**src/rtl/imm_pkg.sv**
```systemverilog
// imm_pkg: shared definitions for the immediate generator.
//   IMM_* : 3-bit immediate format select codes driven on in_sel.
package imm_pkg;

    localparam logic [2:0] IMM_ZERO  = 3'b000;
    localparam logic [2:0] IMM_J     = 3'b001;
    localparam logic [2:0] IMM_B     = 3'b010;
    localparam logic [2:0] IMM_I     = 3'b011;
    localparam logic [2:0] IMM_S     = 3'b100;
    localparam logic [2:0] IMM_U     = 3'b101;
    localparam logic [2:0] IMM_ZIMM  = 3'b110;
    localparam logic [2:0] IMM_SHAMT = 3'b111;

endpackage

```
**src/rtl/imm_extract.sv**
```systemverilog
// imm_extract: combinational RISC-V immediate extraction.
//   inst : raw 32-bit instruction word
//   sel  : format select (imm_pkg::IMM_*)
//   imm  : immediate, XLEN wide (sign- or zero-extended per format)
//   err  : zimm select used on a register-form CSR (inst[14] clear)
module imm_extract
    import imm_pkg::*;
#(
    parameter int unsigned XLEN = 32
) (
    input  logic [31:0]     inst,
    input  logic [2:0]      sel,
    output logic [XLEN-1:0] imm,
    output logic            err
);

    localparam bit Is64 = (XLEN == 64);

    if (XLEN != 32 && XLEN != 64) begin : g_bad_xlen
        $error("imm_extract: XLEN must be 32 or 64, got %0d", XLEN);
    end

    // Every format is first assembled as a 32-bit value; sext marks formats whose
    // bit 31 must be replicated into the upper half when XLEN=64.
    logic [31:0] base;
    logic        sext;

    always_comb begin
        base = '0;
        sext = 1'b0;
        case (sel)
            IMM_I: begin
                base = {{20{inst[31]}}, inst[31:20]};
                sext = 1'b1;
            end
            IMM_S: begin
                base = {{20{inst[31]}}, inst[31:25], inst[11:7]};
                sext = 1'b1;
            end
            IMM_B: begin
                base = {{19{inst[31]}}, inst[31], inst[7], inst[30:25], inst[11:8], 1'b0};
                sext = 1'b1;
            end
            IMM_J: begin
                base = {{11{inst[31]}}, inst[31], inst[19:12], inst[20], inst[30:21], 1'b0};
                sext = 1'b1;
            end
            IMM_U: begin
                base = {inst[31:12], 12'b0};
                sext = 1'b1;
            end
            IMM_ZIMM:  base = {27'b0, inst[19:15]};
            IMM_SHAMT: base = Is64 ? {26'b0, inst[25:20]} : {27'b0, inst[24:20]};
            default:   base = '0;
        endcase
    end

    always_comb begin
        imm = XLEN'(base);
        if (sext) begin
            imm = XLEN'($signed(base));
        end
    end

    assign err = (sel == IMM_ZIMM) && !inst[14];

    // Opcode bits never contribute to an immediate.
    logic unused_opcode;
    assign unused_opcode = ^inst[6:0];

endmodule

```
**src/rtl/imm_gen_pipe.sv**
```systemverilog
// imm_gen_pipe: valid/ready wrapper around imm_extract with a 2-entry
// output + skid buffer. Results leave in acceptance order.
//   clk, rst_n            : clock, async active-low reset
//   in_valid/in_ready     : input handshake (in_ready registered)
//   in_inst/in_sel/in_tag : instruction, format select, sideband tag
//   out_valid/out_ready   : output handshake
//   out_imm/out_tag/out_err : result, held stable while stalled
module imm_gen_pipe
    import imm_pkg::*;
#(
    parameter int unsigned XLEN  = 32,
    parameter int unsigned TAG_W = 5
) (
    input  logic             clk,
    input  logic             rst_n,
    input  logic             in_valid,
    output logic             in_ready,
    input  logic [31:0]      in_inst,
    input  logic [2:0]       in_sel,
    input  logic [TAG_W-1:0] in_tag,
    output logic             out_valid,
    input  logic             out_ready,
    output logic [XLEN-1:0]  out_imm,
    output logic [TAG_W-1:0] out_tag,
    output logic             out_err
);

    logic [XLEN-1:0] new_imm;
    logic            new_err;

    imm_extract #(
        .XLEN(XLEN)
    ) u_extract (
        .inst(in_inst),
        .sel (in_sel),
        .imm (new_imm),
        .err (new_err)
    );

    logic             out_valid_q, out_valid_d;
    logic [XLEN-1:0]  out_imm_q, out_imm_d;
    logic [TAG_W-1:0] out_tag_q, out_tag_d;
    logic             out_err_q, out_err_d;
    logic             skid_valid_q, skid_valid_d;
    logic [XLEN-1:0]  skid_imm_q, skid_imm_d;
    logic [TAG_W-1:0] skid_tag_q, skid_tag_d;
    logic             skid_err_q, skid_err_d;
    logic             in_ready_q, in_ready_d;

    logic accept;
    logic drain;

    assign accept = in_valid && in_ready_q;
    assign drain  = out_valid_q && out_ready;

    always_comb begin
        out_valid_d  = out_valid_q;
        out_imm_d    = out_imm_q;
        out_tag_d    = out_tag_q;
        out_err_d    = out_err_q;
        skid_valid_d = skid_valid_q;
        skid_imm_d   = skid_imm_q;
        skid_tag_d   = skid_tag_q;
        skid_err_d   = skid_err_q;

        if (!out_valid_q || drain) begin
            // Output slot frees up: oldest entry (skid) first, else the new beat.
            if (skid_valid_q) begin
                out_valid_d  = 1'b1;
                out_imm_d    = skid_imm_q;
                out_tag_d    = skid_tag_q;
                out_err_d    = skid_err_q;
                skid_valid_d = 1'b0;
            end else if (accept) begin
                out_valid_d = 1'b1;
                out_imm_d   = new_imm;
                out_tag_d   = in_tag;
                out_err_d   = new_err;
            end else begin
                out_valid_d = 1'b0;
            end
        end else if (accept) begin
            // Stalled output: park the new beat. accept implies the skid is empty.
            skid_valid_d = 1'b1;
            skid_imm_d   = new_imm;
            skid_tag_d   = in_tag;
            skid_err_d   = new_err;
        end

        in_ready_d = !skid_valid_d;
    end

    always_ff @(posedge clk or negedge rst_n) begin
        if (!rst_n) begin
            out_valid_q  <= 1'b0;
            out_imm_q    <= '0;
            out_tag_q    <= '0;
            out_err_q    <= 1'b0;
            skid_valid_q <= 1'b0;
            skid_imm_q   <= '0;
            skid_tag_q   <= '0;
            skid_err_q   <= 1'b0;
            in_ready_q   <= 1'b0;
        end else begin
            out_valid_q  <= out_valid_d;
            out_imm_q    <= out_imm_d;
            out_tag_q    <= out_tag_d;
            out_err_q    <= out_err_d;
            skid_valid_q <= skid_valid_d;
            skid_imm_q   <= skid_imm_d;
            skid_tag_q   <= skid_tag_d;
            skid_err_q   <= skid_err_d;
            in_ready_q   <= in_ready_d;
        end
    end

    assign in_ready  = in_ready_q;
    assign out_valid = out_valid_q;
    assign out_imm   = out_imm_q;
    assign out_tag   = out_tag_q;
    assign out_err   = out_err_q;

endmodule

```
**config.mk**
```make
export PLATFORM = sky130hd
export DESIGN_NAME = imm_gen_pipe
export DESIGN_NICKNAME = d
export VERILOG_FILES = /design/src/rtl/imm_pkg.sv /design/src/rtl/imm_extract.sv /design/src/rtl/imm_gen_pipe.sv
export SDC_FILE = /design/constraint.sdc
export NUM_CORES = 1
export LEC_CHECK = 0
export BUFFER_PORTS_ARGS = -buffer_cell sky130_fd_sc_hd__buf_2
export CORE_ASPECT_RATIO = 1.1
export CORE_MARGIN = 2
export CORE_UTILIZATION = 54
export CTS_BUF_LIST = sky130_fd_sc_hd__clkbuf_16
export CTS_CLUSTER_SIZE = 8
export DETAILED_ROUTE_END_ITERATION = 12
export PLACE_DENSITY = 0.8
export SYNTH_ARGS = -nofsm -noshare
export SYNTH_HDL_FRONTEND = slang
export SYNTH_SLANG_ARGS = --single-unit
```
**constraint.sdc**
```tcl
create_clock -name clk -period 1.5 [get_ports clk]
set_input_delay 0 -clock clk [delete_from_list [all_inputs] [get_ports clk]]
set_output_delay 0 -clock clk [all_outputs]
set_load 0.02 [all_outputs]
```
### Yosys cells after proc, flatten, opt, wreduce, memory -nomap -nowiden

Index checks and enable logic that the tools add are counted.

| operators by class | value |
|---|---|
| eq/ne operators | 7 |
| mux-type cells | 11 |
| bitwise logic cells | 1 |
| reduce and logical (&&, ||, !) cells | 10 |

Operator list:

| operator | number |
|---|---|
| $pmux 32 s7 | 1 |
| $mux 32 | 2 |
| $eq 3x3->1 const B | 4 |
| $mux 5 | 2 |
| $eq 3x2->1 const B | 2 |
| $mux 1 | 6 |
| $reduce_and 2->1 | 2 |
| $eq 3x1->1 const B | 1 |
| $logic_and 1x1->1 | 3 |
| $logic_not 1->1 | 3 |
| $reduce_bool 2->1 | 1 |
| $logic_or 1x1->1 | 1 |
| $not 1->1 | 1 |

| storage, ports and cells | value |
|---|---|
| register bits | 79 |
| bits of input ports | 44 |
| output and inout bits | 40 |

### Longest topological paths before layout

Gate-level depths: netlist (run 1).

| logic depth | value |
|---|---|
| depth in word-level cells | 4 |
| depth in mapped cells | 6 |
| mapped depth without buffers | 4 |

### Cells and area by module

Synthesis (run 1) repeated with hierarchy kept, for this count alone.

| second synthesis, totals | value |
|---|---|
| cells, all modules | 301 |
| area total of the unflattened synthesis | 4237.8 µm² |

By module, submodules not included:

| module | times used | cells each | area each (µm²) | sequential area each (µm²) |
|---|---|---|---|---|
| imm_gen_pipe | 1 | 213 | 3654.8 | 1976.9 |
| imm_extract | 1 | 88 | 583.1 | 0.0 |

### Least setup slack after synthesis (run 1)

No wires, ideal clock.

| timing path | value |
|---|---|
| path type | flip-flop to flip-flop |
| start | reg out_valid_q, in the netlist out_valid |
| end | reg skid_imm_q[19] |
| setup time | 0.124 ns |
| data arrival time | 1.292 ns |
| setup slack | 0.084 ns |
| cell stages (with the launch flop) | 7 |
| buffers on the path | 2 |
| clock period less this slack | 1.416 ns |
| path through | dfrtp_1 > nor2b_2 > and3_1 > buf_6 > and2_1 > buf_2 > a21oi_1 |

| between the ends | value |
|---|---|
| longest elaborated chain between the ends | 4 |
| elaborated cells between the ends (all ways) | 5 |
| those cells by class | bitwise: 1; reduce/logical: 4 |

RTL lines:

| what | line | RTL |
|---|---|---|
| start, declared | imm_gen_pipe.sv:40 | `logic out_valid_q, out_valid_d;` |
| start signal, assigned | imm_gen_pipe.sv:105 | `out_valid_q <= out_valid_d;` |
| $logic_not 1->1 or $logic_and 1x1->1 (tied branches) | imm_gen_pipe.sv:66, imm_gen_pipe.sv:54 |  |
| $logic_or 1x1->1 (*) | imm_gen_pipe.sv:66 | `if (!out_valid_q \|\| drain) begin` |
| $not 1->1 (no source line) (*) | n/a |  |
| $reduce_and 2->1 (no source line) (*) | n/a |  |
| end signal, assigned | imm_gen_pipe.sv:110 | `skid_imm_q <= skid_imm_d;` |
| end, declared | imm_gen_pipe.sv:45 | `logic [XLEN-1:0] skid_imm_q, skid_imm_d;` |

Mark *: on every way between the ends. The rest lies on a longest branch, timed or not.
A chain may end at the register's enable or synchronous reset.

### Worst setup path after layout (run 1)

| timing path | value |
|---|---|
| start | reg out_valid_q, in the netlist out_valid |
| end | reg skid_imm_q[14] |

The elaborated chain is that of the path after synthesis.

==> summary.txt, run 1 <==
Timing
  – Tmin final: 1.38 ns
  – Final period util: 91.9%
  – Total negative slack: 0 ns
  – Final hold slack: 0.0182 ns
  – Worst Tran Pin Value: 0.498 ns
  – # setup viols final: 0
  – Max-slew headroom: 66.6%
  – Final-report hold violation count: 0
  – RSZ-0062 raised after global routing: false
  – Final worst clock skew: 0.00458 ns
  – FMAX: 0.725 GHz
  – Max Slew Vio Count: 0

Drt
  – Iteration-0 DRC Markers: 179
  – Wirelength per Cell: 16.3 um
  – Post-DR vias/cell: 5.71
  – Total Wirelength: 9.63 mm
  – Vias: 3375
  – TritonRoute pass-1 iters: 5
  – DRC: 0
  – Post-route ant nets: 0

Clock tree
  – Clock Latency Late Sink: 0.33 ns
  – Root buffer cell: clkbuf_16
  – Longest Clk Path Bufs: 2
  – CTS tree: yes
  – CTS H-Tree Depth: 3
  – CTS Sinks: 79
  – Post-CTS setup buffer count: 0
  – Clk slew on worst S/H paths: 0.06 ns
  – Total CTS buffers: 9

Floorplan
  – Core footprint: 6670 um2
  – Die W: 83.5 um
  – Initial Util: 56.2%
  – Die area: 7630 um2
  – Rows: 31
  – Die Ht: 91.4 um
  – Num ports: 84

Yosys
  – #FFs+latches synth: 79
  – Sequential element share of the synthesized area: 52.7%
  – Unique masters post-synth: 36
  – Synthesized net count: 460
  – Post-synthesis area per instance: 9.02 um2
  – Cell Area, Synth: 3750 um2
  – Synth warn: 0
  – Mapped Cells: 416

Layout
  – Nets@finish: 548
  – FILL cells: 524
  – Non-Filler Instances: 591
  – P&R area growth vs syn: 25.8%
  – Layout Cell Area excl Fill: 4720 um2
  – Layout cells sized above 1: 24.8%
  – # diodes: 0

Place
  – Detailed placement HPWL: 6.60 mm
  – GPL Wtd Cong: 0.823
  – Post-DP Area: 4220 um2
  – # port buffers: 76
  – Number of placed instances with taps included: 559

GRT
  – Largest net degree at the start of global routing: 52
  – GRT met1 Usage: 34.9%
  – Vias in the first global route: 3411
  – Grt met3 use: 5.27%
  – GR peak layer: met2
  – GRT Total Usage: 27.2%
  – Initial antenna violation count: 0
  – Met2 global-route usage: 44.9%
  – First-pass GRT wire length: 16.4 mm
  – Gr ovfl total: 0

Power
  – Leak Pwr: 2.34 nW
  – Pwr dens: 1510 nW/um2
  – Peak supply drop: 0.952 mV
  – Overall Power: 7.14 mW

Critical path
  – FF-to-FF path depth: 4
  – Critical path startpoint category: flop
  – WP data required: 1.70 ns
  – FF-to-FF End: skid_imm_q[14]$_DFFE_PN0P_
  – Kind of end point of the critical path: flop
  – Crit Path Max Fanout: 8
  – Reg2reg setup slack: 0.12 ns
  – Crit path kind: reg2reg
  – Critical Path AT: 1.58 ns
  – Worst flop-to-flop path startpoint: out_valid$_DFFE_PN0P_

Job
  – Max_cap viols: 0

Outcome
  – Run status: complete, no violations

Worst hold path
  – Hold Startpoint: in_inst[14]
  – Hold EP: skid_err_q$_DFFE_PN0P_
  – Hold path depth: 3
  – Hold crit path type: in2reg
registers in the layout, summed over array words and instances, names as in the netlist:
signal	cells
out_imm	32
skid_imm_q	32
out_tag	5
skid_tag_q	5
in_ready	1
out_err	1
out_valid	1
skid_err_q	1
skid_valid_q	1
final cells by class:
| cell class | count | area, um2 | area share, % |
|---|---|---|---|
| Sequential cell | 79 | 1980 | 41.9 |
| Multi-Input combinational cell | 303 | 1590 | 33.8 |
| Timing Repair Buffer | 109 | 708 | 15.0 |
| Clock buffer | 9 | 225 | 4.77 |
| Clock inverter | 7 | 105 | 2.23 |
| Tap cell | 82 | 103 | 2.17 |
| Inverter | 2 | 7.51 | 0.159 |
metrics by stage:
stage          util [%]  setup slack, ns
6_report           70.7            0.121
4_1_cts            70.7           0.0791
3_5_place_dp       63.3            0.110
5_1_grt            70.7           0.0251
2_1_floorplan         -           0.0842
3_3_place_gp       63.3            0.175
how the worst max path moves through the flow:
stage                           startpoint                          to  cells past startpoint
floorplan            out_valid$_DFFE_PN0P_  skid_imm_q[19]$_DFFE_PN0P_                      6
global placement     out_valid$_DFFE_PN0P_     out_imm[22]$_DFFE_PN0P_                      4
detailed placement   out_valid$_DFFE_PN0P_      out_imm[5]$_DFFE_PN0P_                      4
CTS                 skid_valid_q$_DFF_PN0_      out_imm[5]$_DFFE_PN0P_                      4
global route            in_ready$_DFF_PN0_     out_imm[13]$_DFFE_PN0P_                      5
finish               out_valid$_DFFE_PN0P_  skid_imm_q[14]$_DFFE_PN0P_                      4
kinds of logic after synthesis:
group                     synth area share, %
and+or+nand+nor                          18.8
AOI/OAI and AO/OA                        19.4
DFF                                      52.7
buffers and inverters                    4.97
muxes                                    3.70
xor gates and xnor gates                0.434
layer usage:
layer	part of all wire (%)	vias to the layer above
li1	-	1613
met1	43	1614
met2	49	125
met3	6.0	23
met4	2.6	0
met5	0	-
synthesized netlist by cell type:
master	count	area [um2]
a211oi_1	7	52.6
a21o_1	1	7.51
a21oi_1	58	290
a311oi_1	1	8.76
a32oi_1	1	8.76
and2_1	1	6.26
and3_1	20	125
buf_2	13	65.1
buf_4	3	22.5
buf_6	4	45.0
clkbuf_1	11	41.3
clkbuf_2	1	5.00
dfrtp_1	79	1980
inv_1	2	7.51
mux2_2	7	78.8
mux2i_1	6	60.1
nand2_1	92	345
nand2_2	1	6.26
nand2b_1	1	6.26
nand2b_4	1	13.8
nand3_1	9	45.0
nand3b_1	2	15.0
nor2_1	15	56.3
nor2_2	2	12.5
nor2b_1	2	12.5
nor2b_2	2	17.5
nor3b_1	1	7.51
nor3b_2	1	12.5
nor3b_4	1	18.8
o21ai_0	53	265
o21ai_1	10	50.1
o21ba_2	1	10.0
o22ai_1	4	25.0
o32ai_1	1	8.76
or2_1	1	6.26
xnor2_2	1	16.3
worst max-delay path: stages (launching register included):
cell and delay [ns]:
dfrtp_1 0.35, nor2b_2 0.22, and3_1 0.23, and2_1 0.32
a21oi_1 0.12
repair_timing:
item | in CTS | in global routing
hold endpoints to repair | 105 | 0
setup endpoints to repair | 0 | 11
resized for setup | 0 | 1
hold buffers | 16 | 0
placed cells by master, fill, tap and decap left out, types with 3 or more instances in the layout:
cell type	count
nand2_1	92
dfrtp_1	79
buf_2	75
a21oi_1	58
o21ai_0	53
and3_1	20
dlygate4sd3_1	16
nor2_1	15
buf_4	15
o21ai_1	10
nand3_1	9
clkbuf_16	9
mux2_2	7
a211oi_1	7
mux2i_1	6
o22ai_1	4
buf_12	3
where the power goes:
part | internal (mW) | switching, mW | total [mW]
registers | 2.66 | 0.286 | 2.95
logic | 0.664 | 1.14 | 1.81
clock network | 1.48 | 0.910 | 2.39
total | 4.80 | 2.34 | 7.14
(Power assumes the default switching activity.)
==> inputs of run 2 (changes only) <==
Settings changed: PLACE_DENSITY 0.8 to not set, PLACE_DENSITY_LB_ADDON set to 0.05.
==> summary.txt, run 2 (synthesis results as in run 1) <==
Outcome
  – Run status: complete, no violations

Critical path
  – Worst flop-to-flop path startpoint: out_valid$_DFFE_PN0P_
  – WP data required: 1.69 ns (about the same)
  – Crit path kind: reg2reg
  – FF-to-FF path depth: 4 (unchanged)
  – Crit Path Max Fanout: 8 (unchanged)
  – Critical path startpoint category: flop
  – Reg2reg setup slack: 0.07 ns (-0.05 ns)
  – FF-to-FF End: skid_imm_q[13]$_DFFE_PN0P_
  – Kind of end point of the critical path: flop
  – Critical Path AT: 1.62 ns (+0.04 ns)

Clock tree
  – CTS H-Tree Depth: 3 (unchanged)
  – Longest Clk Path Bufs: 2 (unchanged)
  – Clock Latency Late Sink: 0.33 ns (about the same)
  – CTS Sinks: 79 (unchanged)
  – Root buffer cell: clkbuf_16
  – Total CTS buffers: 9 (unchanged)
  – Clk slew on worst S/H paths: 0.06 ns (about the same)
  – CTS tree: yes

Drt
  – Post-DR vias/cell: 5.56 (-2.6%)
  – Wirelength per Cell: 16.0 um (-1.8%)
  – Vias: 3298 (-2.3%)
  – Iteration-0 DRC Markers: 203 (+13%)
  – DRC: 0 (unchanged)
  – Post-route ant nets: 0 (unchanged)
  – TritonRoute pass-1 iters: 4 (-1)
  – Total Wirelength: 9.49 mm (-1.4%)

Timing
  – Tmin final: 1.43 ns (+0.0474 ns)
  – # setup viols final: 0 (unchanged)
  – Final-report hold violation count: 0 (unchanged)
  – Max Slew Vio Count: 0 (unchanged)
  – RSZ-0062 raised after global routing: true
  – Max-slew headroom: 63.4% (-3.2 points)
  – FMAX: 0.701 GHz (-3.3%)
  – Final period util: 95.1% (+3.2 points)
  – Final worst clock skew: 0.00771 ns (+0.00313 ns)
  – Worst Tran Pin Value: 0.546 ns (+0.0479 ns)

Worst hold path
  – Hold crit path type: in2reg
  – Hold Startpoint: in_inst[17]
  – Hold EP: skid_imm_q[17]$_DFFE_PN0P_
  – Hold path depth: 3 (unchanged)

GRT
  – Largest net degree at the start of global routing: 52 (unchanged)
  – Initial antenna violation count: 0 (unchanged)
  – Vias in the first global route: 3147 (-7.7%)
  – First-pass GRT wire length: 16.0 mm (-2.8%)
  – GRT Total Usage: 26.7% (-0.43 points)
  – Gr ovfl total: 0 (unchanged)

Floorplan
  – Die Ht: 91.4 um (unchanged)
  – Rows: 31 (unchanged)
  – Core footprint: 6670 um2 (unchanged)
  – Initial Util: 56.2% (unchanged)
  – Die W: 83.5 um (unchanged)
  – Num ports: 84 (unchanged)
  – Die area: 7630 um2 (unchanged)

Place
  – Detailed placement HPWL: 6.51 mm (-1.3%)
  – # port buffers: 76 (unchanged)
  – GPL Wtd Cong: 0.885 (+7.6%)
  – Number of placed instances with taps included: 560 (+0.18%)

Power
  – Clock Power Share: 31.3% (-2.2 points)
  – P_int: 4.62 mW (-3.9%)
  – Peak supply drop: 1.13 mV (+19%)
  – Comb pwr share: 26.2% (+0.9 points)
  – Overall Power: 6.88 mW (-3.6%)
  – Leak Pwr: 2.34 nW (-0.21%)
  – Pwr dens: 1460 nW/um2 (-3.4%)
  – Psw: 2.27 mW (-3.2%)
  – Net switching fraction of the power: 32.9% (+0.16 points)
  – Flop pwr share: 42.5% (+1.3 points)

Layout
  – # diodes: 0 (unchanged)
  – Layout cells sized above 1: 24.7% (-0.097 points)
  – P&R area growth vs syn: 25.5%
  – Post-layout util: 70.6% (-0.15 points)
  – Commonest non-fill, non-tap cell in the layout: nand2_1
  – Commonest non-fill, non-tap cells in the layout: nand2_1, dfrtp_1, buf_2, a21oi_1, o21ai_0
  – Non-Filler Instances: 593 (+0.34%)
  – Nets@finish: 550 (+0.36%)

Job
  – Max_cap viols: 0 (unchanged)
## run 2: changes by cell type in the layout (fill, tap and decap cells not counted), sizes merged
| cell | change |
|---|---|
| bufinv | -1 |
| inv | -1 |
| dlygate4sd3 | +1 |
| buf | +1 |
| clkinv | +2 |
## run 2: what timing repair did
action / in CTS / in global routing
endpoints found under the hold margin: 59 / 0
setup buffers: 0 / 0
resized for setup: 0 / 2
setup endpoints to repair: 0 / 9
hold buffers: 17 / 0
## run 2: layer usage
metal	vias up	part of all wire, %	global-route usage, %
li1	1617	-	-
met1	1563	45	37.0
met2	102	48	41.3
met3	16	5.1	5.27
met4	0	2.1	11.4
met5	-	0	0
## run 2: critical path: stages, from the launching register on
cell and delay [ns]:
dfrtp_1 0.36, nor2b_2 0.27, and3_1 0.22, and2_1 0.32
a21oi_1 0.12
## run 2: worst max-delay path by stage
| stage | from | end | cells after the start |
|---|---|---|---|
| after floorplan | out_valid$_DFFE_PN0P_ | skid_imm_q[19]$_DFFE_PN0P_ | 6 |
| after global placement | out_valid$_DFFE_PN0P_ | out_imm[24]$_DFFE_PN0P_ | 4 |
| after detailed placement | out_valid$_DFFE_PN0P_ | out_imm[29]$_DFFE_PN0P_ | 4 |
| after CTS | out_valid$_DFFE_PN0P_ | out_imm[24]$_DFFE_PN0P_ | 4 |
| after global routing | out_valid$_DFFE_PN0P_ | skid_imm_q[13]$_DFFE_PN0P_ | 4 |
| final | out_valid$_DFFE_PN0P_ | skid_imm_q[13]$_DFFE_PN0P_ | 4 |
## run 2: area by class of cell
class / instances / area (um2)
flip-flops and latches: 79 / 1980
fillers: 551 / 1960
multi-input cells: 303 / 1600
repair buffers: 111 / 726
clock buffers: 9 / 225
well taps: 82 / 103
clock inverters: 7 / 72.6
inverters: 2 / 7.51
## run 2: per-stage QoR
stage | setup TNS (ns) | hold slack, ns | cell area, um2 | setup slack [ns]
2_1_floorplan | 0 | -0.296 | 3750 | 0.0842
3_3_place_gp | 0 | -0.0212 | 4230 | 0.159
3_5_place_dp | 0 | -0.0145 | 4230 | 0.0705
4_1_cts | 0 | 0.00713 | 4700 | 0.0455
5_1_grt | -0.0385 | 0.0283 | 4710 | -0.0205
6_report | 0 | 0.0163 | 4710 | 0.0735
## run 2: power groups by stage
stage                     sequential [mW]  combinational (mW)  clock, mW
final                                2.93                1.80       2.16
after global routing                 2.99                2.00       2.29
after CTS                            2.93                1.81       2.19
after detailed placement             2.96                1.77          0
after global placement               2.94                1.73          0
after floorplan                      3.28               0.771          0
